==> config.mk <==
export PLATFORM = sky130hd
export DESIGN_NAME = game_sequencer
export DESIGN_NICKNAME = d
export VERILOG_FILES = /design/src/rtl/game_sequencer.sv
export SDC_FILE = /design/constraint.sdc
export NUM_CORES = 1
export LEC_CHECK = 0
export BUFFER_PORTS_ARGS = -buffer_cell sky130_fd_sc_hd__buf_2
export CAP_MARGIN = 30
export CORE_MARGIN = 1.5
export CORE_UTILIZATION = 36
export DETAILED_ROUTE_END_ITERATION = 12
export GPL_TIMING_DRIVEN = 0
export HOLD_SLACK_MARGIN = 0.12
export SKIP_CTS_REPAIR_TIMING = 1
export SLEW_MARGIN = 30
export SYNTH_ARGS = -nofsm -noshare
export SYNTH_HDL_FRONTEND = slang
export SYNTH_SLANG_ARGS = --single-unit
==> constraint.sdc <==
create_clock -name clk -period 4.5 [get_ports clk]
set_input_delay 0.45 -clock clk [delete_from_list [all_inputs] [get_ports clk]]
set_output_delay 0.45 -clock clk [all_outputs]
set_load 0.005 [all_outputs]
==> src/rtl/game_sequencer.sv <==
// ============================================================================
// Module      : game_sequencer
// Description : Round controller for the bomb-defuser board. It synchronises
//               the start button, clears the submodules, counts down, counts
//               strikes and latches the defused/exploded outcome.
//               Optional feature macro: STRIKE_PENALTY_EN
// Revision    : 1.0 - initial release
// ============================================================================
`default_nettype none

module game_sequencer #(
    parameter int TICK_DIV    = 1000000,
    parameter int ROUND_SEC   = 60,
    parameter int SHORT_SEC   = 30,
    parameter int PENALTY_SEC = 10,
    parameter int MAX_STRIKES = 3
) (
    input  logic       clk,
    input  logic       rst,
    input  logic       start,
    input  logic       timMod,
    input  logic       key_valid,
    input  logic       key_ok,
    output logic [2:0] state,
    output logic       sub_clr,
    output logic       run,
    output logic       tick,
    output logic [6:0] sec_left,
    output logic [1:0] strikes,
    output logic       win,
    output logic       boom
);

    localparam logic [2:0] S_IDLE = 3'd0;
    localparam logic [2:0] S_ARM  = 3'd1;
    localparam logic [2:0] S_RUN  = 3'd2;
    localparam logic [2:0] S_WIN  = 3'd3;
    localparam logic [2:0] S_BOOM = 3'd4;

    localparam int            c_pw       = $clog2(TICK_DIV);
    localparam logic [c_pw-1:0] c_pre_last = c_pw'(TICK_DIV - 1);
    localparam logic [7:0]    c_penalty  = 8'(PENALTY_SEC);
    localparam logic [1:0]    c_max_str  = 2'(MAX_STRIKES);

    logic            r_s1, r_s2, r_s3;
    logic            w_rise;
    logic [2:0]      r_state, w_next;
    logic [c_pw-1:0] r_pre;
    logic [6:0]      r_sec;
    logic [1:0]      r_strikes;
    logic            r_sub_clr, r_run, r_tick, r_win, r_boom;

    logic            w_tick_due, w_key_win, w_strike, w_strike_out, w_expire;
    logic [7:0]      w_dec;
    logic [6:0]      w_sec_new;
    logic [1:0]      w_strikes_nxt;
    logic            w_sub_clr, w_run, w_tick, w_win, w_boom;

    // Start button synchroniser; only the rising edge of the synced level is used
    always_ff @(posedge clk or negedge rst) begin
        if (!rst) begin
            r_s1 <= 1'b0;
            r_s2 <= 1'b0;
            r_s3 <= 1'b0;
        end else begin
            r_s1 <= start;
            r_s2 <= r_s1;
            r_s3 <= r_s2;
        end
    end

    assign w_rise = r_s2 & ~r_s3;

    assign w_tick_due = (r_state == S_RUN) && (r_pre == c_pre_last);
    assign w_key_win  = (r_state == S_RUN) && key_valid && key_ok;
`ifdef STRIKE_PENALTY_EN
    assign w_strike   = (r_state == S_RUN) && key_valid && !key_ok;
`else
    assign w_strike   = 1'b0;
`endif

    // Subtraction is done 8 bits wide and clamped so the count never wraps
    assign w_dec         = (w_tick_due ? 8'd1 : 8'd0) + (w_strike ? c_penalty : 8'd0);
    assign w_sec_new     = ({1'b0, r_sec} > w_dec) ? 7'({1'b0, r_sec} - w_dec) : 7'd0;
    assign w_strikes_nxt = r_strikes + (w_strike ? 2'd1 : 2'd0);
    assign w_strike_out  = w_strike && (w_strikes_nxt == c_max_str);
    assign w_expire      = (w_tick_due || w_strike) && (w_sec_new == 7'd0);

    always_ff @(posedge clk or negedge rst) begin
        if (!rst) begin
            r_state   <= S_IDLE;
            r_sub_clr <= 1'b1;
            r_run     <= 1'b0;
            r_tick    <= 1'b0;
            r_win     <= 1'b0;
            r_boom    <= 1'b0;
        end else begin
            r_state   <= w_next;
            r_sub_clr <= w_sub_clr;
            r_run     <= w_run;
            r_tick    <= w_tick;
            r_win     <= w_win;
            r_boom    <= w_boom;
        end
    end

    always_comb begin
        w_next = r_state;
        case (r_state)
            S_IDLE:  if (w_rise) w_next = S_ARM;
            S_ARM:   w_next = S_RUN;
            S_RUN: begin
                if (w_key_win)
                    w_next = S_WIN;
                else if (w_expire || w_strike_out)
                    w_next = S_BOOM;
            end
            S_WIN, S_BOOM: if (w_rise) w_next = S_ARM;
            default: w_next = S_IDLE;
        endcase
    end

    // Outputs are decoded from the next state so that they leave a flop
    always_comb begin
        w_sub_clr = 1'b0;
        w_run     = 1'b0;
        w_win     = 1'b0;
        w_boom    = 1'b0;
        w_tick    = w_tick_due && !w_key_win;
        case (w_next)
            S_IDLE, S_ARM: w_sub_clr = 1'b1;
            S_RUN:         w_run     = 1'b1;
            S_WIN:         w_win     = 1'b1;
            S_BOOM:        w_boom    = 1'b1;
            default:       w_sub_clr = 1'b1;
        endcase
    end

    always_ff @(posedge clk or negedge rst) begin
        if (!rst) begin
            r_pre     <= '0;
            r_sec     <= 7'd0;
            r_strikes <= 2'd0;
        end else if (r_state == S_ARM) begin
            r_pre     <= '0;
            r_sec     <= timMod ? 7'(SHORT_SEC) : 7'(ROUND_SEC);
            r_strikes <= 2'd0;
        end else if (r_state == S_RUN) begin
            r_pre <= (r_pre == c_pre_last) ? '0 : r_pre + c_pw'(1);
            if (!w_key_win) begin
                r_strikes <= w_strikes_nxt;
                if (w_next == S_BOOM)
                    r_sec <= 7'd0;
                else if (w_tick_due || w_strike)
                    r_sec <= w_sec_new;
            end
        end
    end

    assign state    = r_state;
    assign sub_clr  = r_sub_clr;
    assign run      = r_run;
    assign tick     = r_tick;
    assign sec_left = r_sec;
    assign strikes  = r_strikes;
    assign win      = r_win;
    assign boom     = r_boom;

endmodule

`default_nettype wire

==> metrics.md <==
| Metric | Value |
|---|---|
| Max-cap violations | 0 |
| Total GRT Usage | 0.1685 |
| Crit-path slowest cell | or4_4 |
| N_diodes | 0 |
| Setup TNS | 0 ns |
| Sequential cell area | 952.2 sq um |
| CP most frequent cell | nor2_1 |
| Startpoint Class | flip-flop |
| Post-synth top area share | 0.4123 |
| Detailed Place HPWL | 3528 um |
| Cell Pwr Density | between 200 and 300 nW/um^2 |
| Final WL | 4947 um |
| Initial DRC count | 80 |
| Post-synthesis sequential area ratio | 0.4240 |
| Fin crit period | between 3 and 4 ns |
| Yosys reg bits | 38 |
| RSZ-0062 raised after global routing | no |
| Largest net degree at the start of global routing | 39 |
| Yosys cell types | 55 |
| Number of global-route vias before repair | between 1500 and 2000 |
| TritonCTS clock tree | built |
| Die area | 6722 sq um |
| Hold Crit Class | input pin to flip-flop |
| Placeable Area | a little under 6000 sq um |
| Max incr delay on CP | ~0.54 ns |
| Most common cell in the netlist | dfrtp_1 |
| Top post-synthesis cells by area | dfrtp_1, xnor2_1, nor2_1 |
| Root Buffer | clkbuf_8 |
| Hold wc startpoint | start |
| VDD IR max | 0.1622 mV |
| Top_reg_cell synth | dfrtp_1 |
| GPL Wtd Cong | approximately 0.8 |
| Synth Cell Area | 2246 sq um |
| Layout cells sized above 1 | 0.1841 |
| Clock power frac | 0.310 |
| Post-synth top cells | dfrtp_1, nor2_1, nand2_1 |
| Fin. max-slew vios | 0 |
| Worst Path Buf+Inv | 0 |
| Routed Antenna Nets | 0 |
| Grt ovf | 0 |
| CP top delay family | simple AND/OR/NAND/NOR gates |
| CTS clock-pin slew for the worst setup and hold paths | 0.09 ns |
| Class of the most critical setup path | flip-flop to flip-flop |
| Worst Path Required | approximately 4.7 ns |
| Die width | 81.99 um |
| Post-synth EDFFs | 0 |
| Sequential share of power | 0.529 |
| I/O pins | 23 |
| R2R setup slack | 1.23 ns |
| Total Nets Final | 284 |
| Initial DRT Pass Iterations | 4 |
| Post-DR wirelength/cell | 14.05 um |
| Die height | 81.99 um |
| Multi-input gate area | between 1000 and 1500 sq um |
| DRC violations left | 0 |
| Rel. slew slack | 0.5126 |
| CTS max path bufs | 2 |
| Critical path origin | r_pre[10] |
| H-tree Lvls | 2 |
| Sw Share | 0.2915 |
| Synthesis Warnings | 0 |
| Hold_ws | 0.2754 ns |
| First-pass GRT wire length | about 8800 um |
| CTS buffer count | 5 |
| CP max FO | 7 |
| CP Cell Sequence | or4_4 > nor4_2 > nand4_2 > nor2_1 > ha_1 > o211a_1 > nor2_1 > or4b_1 > nand3_1 |
| Final Setup Violations | 0 |
| Clk Latency, worst-skew pair | approximately 0.29 ns |
| Max Fclk | 0.3062 GHz |
| LEAKAGE | just over 1 nW |
| Layout area overhead | 14.43% |
| Vias | about 1900 |
| Worst-Margin Slew | 0.7250 ns |
| Yosys top cell by area | dfrtp_1 |
| Worst clock skew | 0.01910 ns |
| Crit share post-route | 0.7257 |
| Row count | 28 |
| Async set or reset register ratio after synthesis | 1.000 |
| Status | finished clean |
| Post-Syn Area per Cell | 9.130 sq um |
| Finished Cell Area | 2570 sq um |
| Gate Count Post-Synth | 246 |
| Clock sinks | 38 |
| Switch Pwr | between 0.0002 and 0.00025 W |
| Placed Area | 2450 sq um |
| Final Hold Fails | 0 |
| Reg2reg start | r_pre[10] |
| Fillers | 611 |
| Crit path capture type | flip-flop |
| Internal power | 0.0005259 W |
| Buffers added on ports | 20 |
| Combinational power share | 0.162 |
| Critical path arrival | 3.50 ns |
| Post-DR vias/cell | 5.384 |
| Initial antenna violation count | 0 |
| Starting Density | 0.3771 |
## cells by family after synthesis
family / after synthesis / share of synthesized area
simple gates: 123 / 0.3125
xor+xnor: 17 / 0.06630
flops: 38 / 0.4240
compound gates: 43 / 0.1320
other cells: 1 / 0.001670
buf+inv: 22 / 0.05237
fa+ha+maj: 2 / 0.01114
## stage by stage
| step | total power, W | utilization | worst slack (ns) | instances |
|---|---|---|---|---|
| 5_1_grt | 0.0007901 | 0.4315 | 1.108 | 352 |
| 6_report | 0.0007422 | 0.4315 | 1.234 | 352 |
| 4_1_cts | 0.0007497 | 0.4252 | 1.242 | 350 |
| 3_3_place_gp | 0.0005112 | 0.4103 | 1.267 | 342 |
| 2_1_floorplan | 0.0004732 | - | 1.596 | 247 |
| 3_5_place_dp | 0.0005158 | 0.4113 | 1.273 | 342 |
## cell usage in the layout (no fill, tap or decap), types with 3 or more instances in the layout
cell type,n
a21oi_1,8
a31oi_1,3
and4_1,3
buf_2,21
buf_4,5
clkbuf_1,7
clkbuf_8,5
dfrtp_1,37
inv_1,8
nand2_1,19
nand3_1,10
nand3b_1,3
nand4_1,9
nor2_1,34
nor2b_1,3
nor3_1,11
nor4_1,4
o21ai_0,12
o31ai_1,7
or3_1,3
xnor2_1,15
## flip-flops by register name, indices dropped and copies added, names as in the netlist
| register | cells |
|---|---|
| sub_clr | 1 |
| win | 1 |
| tick | 1 |
| r_s2 | 1 |
| sec_left | 7 |
| boom | 1 |
| r_pre | 20 |
| r_s3 | 1 |
| state | 3 |
| run | 1 |
| r_s1 | 1 |
## path summary, 6_finish.rpt
check                              end  cells after the start
setup / recovery           sec_left[3]                      9
hold / removal                    r_s1                      1
setup reg to reg           sec_left[3]                      9
hold reg to reg                   r_s2                      0
max in group asynchronous     r_pre[6]                      3
min in group asynchronous          run                      2
## worst register-to-register path, cell delays in order, from the launching register on
cell and delay (ns):
dfrtp_1 0.46, or4_4 0.54, nor4_2 0.30, nand4_2 0.25
nor2_1 0.17, ha_1 0.27, o211a_1 0.33, nor2_1 0.32
or4b_1 0.47, nand3_1 0.09
## layout make-up
| class | count | area share |
|---|---|---|
| multi-input cells | 187 | 0.4615 |
| flip-flops and latches | 38 | 0.3705 |
| repair buffers | 22 | 0.05355 |
| well taps | 75 | 0.03651 |
| plain buffers | 14 | 0.03408 |
| clock buffers | 6 | 0.02824 |
| inverters | 8 | 0.01168 |
| clock inverters | 2 | 0.003895 |
## routing by layer
| layer | global-route usage | vias to the layer above | share of wire |
|---|---|---|---|
| met2 | 0.2713 | 38 | 0.46 |
| met1 | 0.2274 | 913 | 0.49 |
| li1 | - | 938 | - |
| met4 | 0.04746 | 0 | 0.0099 |
| met3 | 0.03444 | 6 | 0.038 |
| met5 | 0 | - | 0 |
## power groups by stage
stage                     clock [W]  sequential [W]  combinational (W)
after CTS                  0.000240        0.000392           0.000117
after detailed placement          0        0.000399           0.000117
final                      0.000230        0.000392           0.000120
after global placement            0        0.000397           0.000114
after global routing       0.000257        0.000397           0.000137
after floorplan                   0        0.000395          0.0000777
Note: power is estimated with default switching activity, not from simulation.
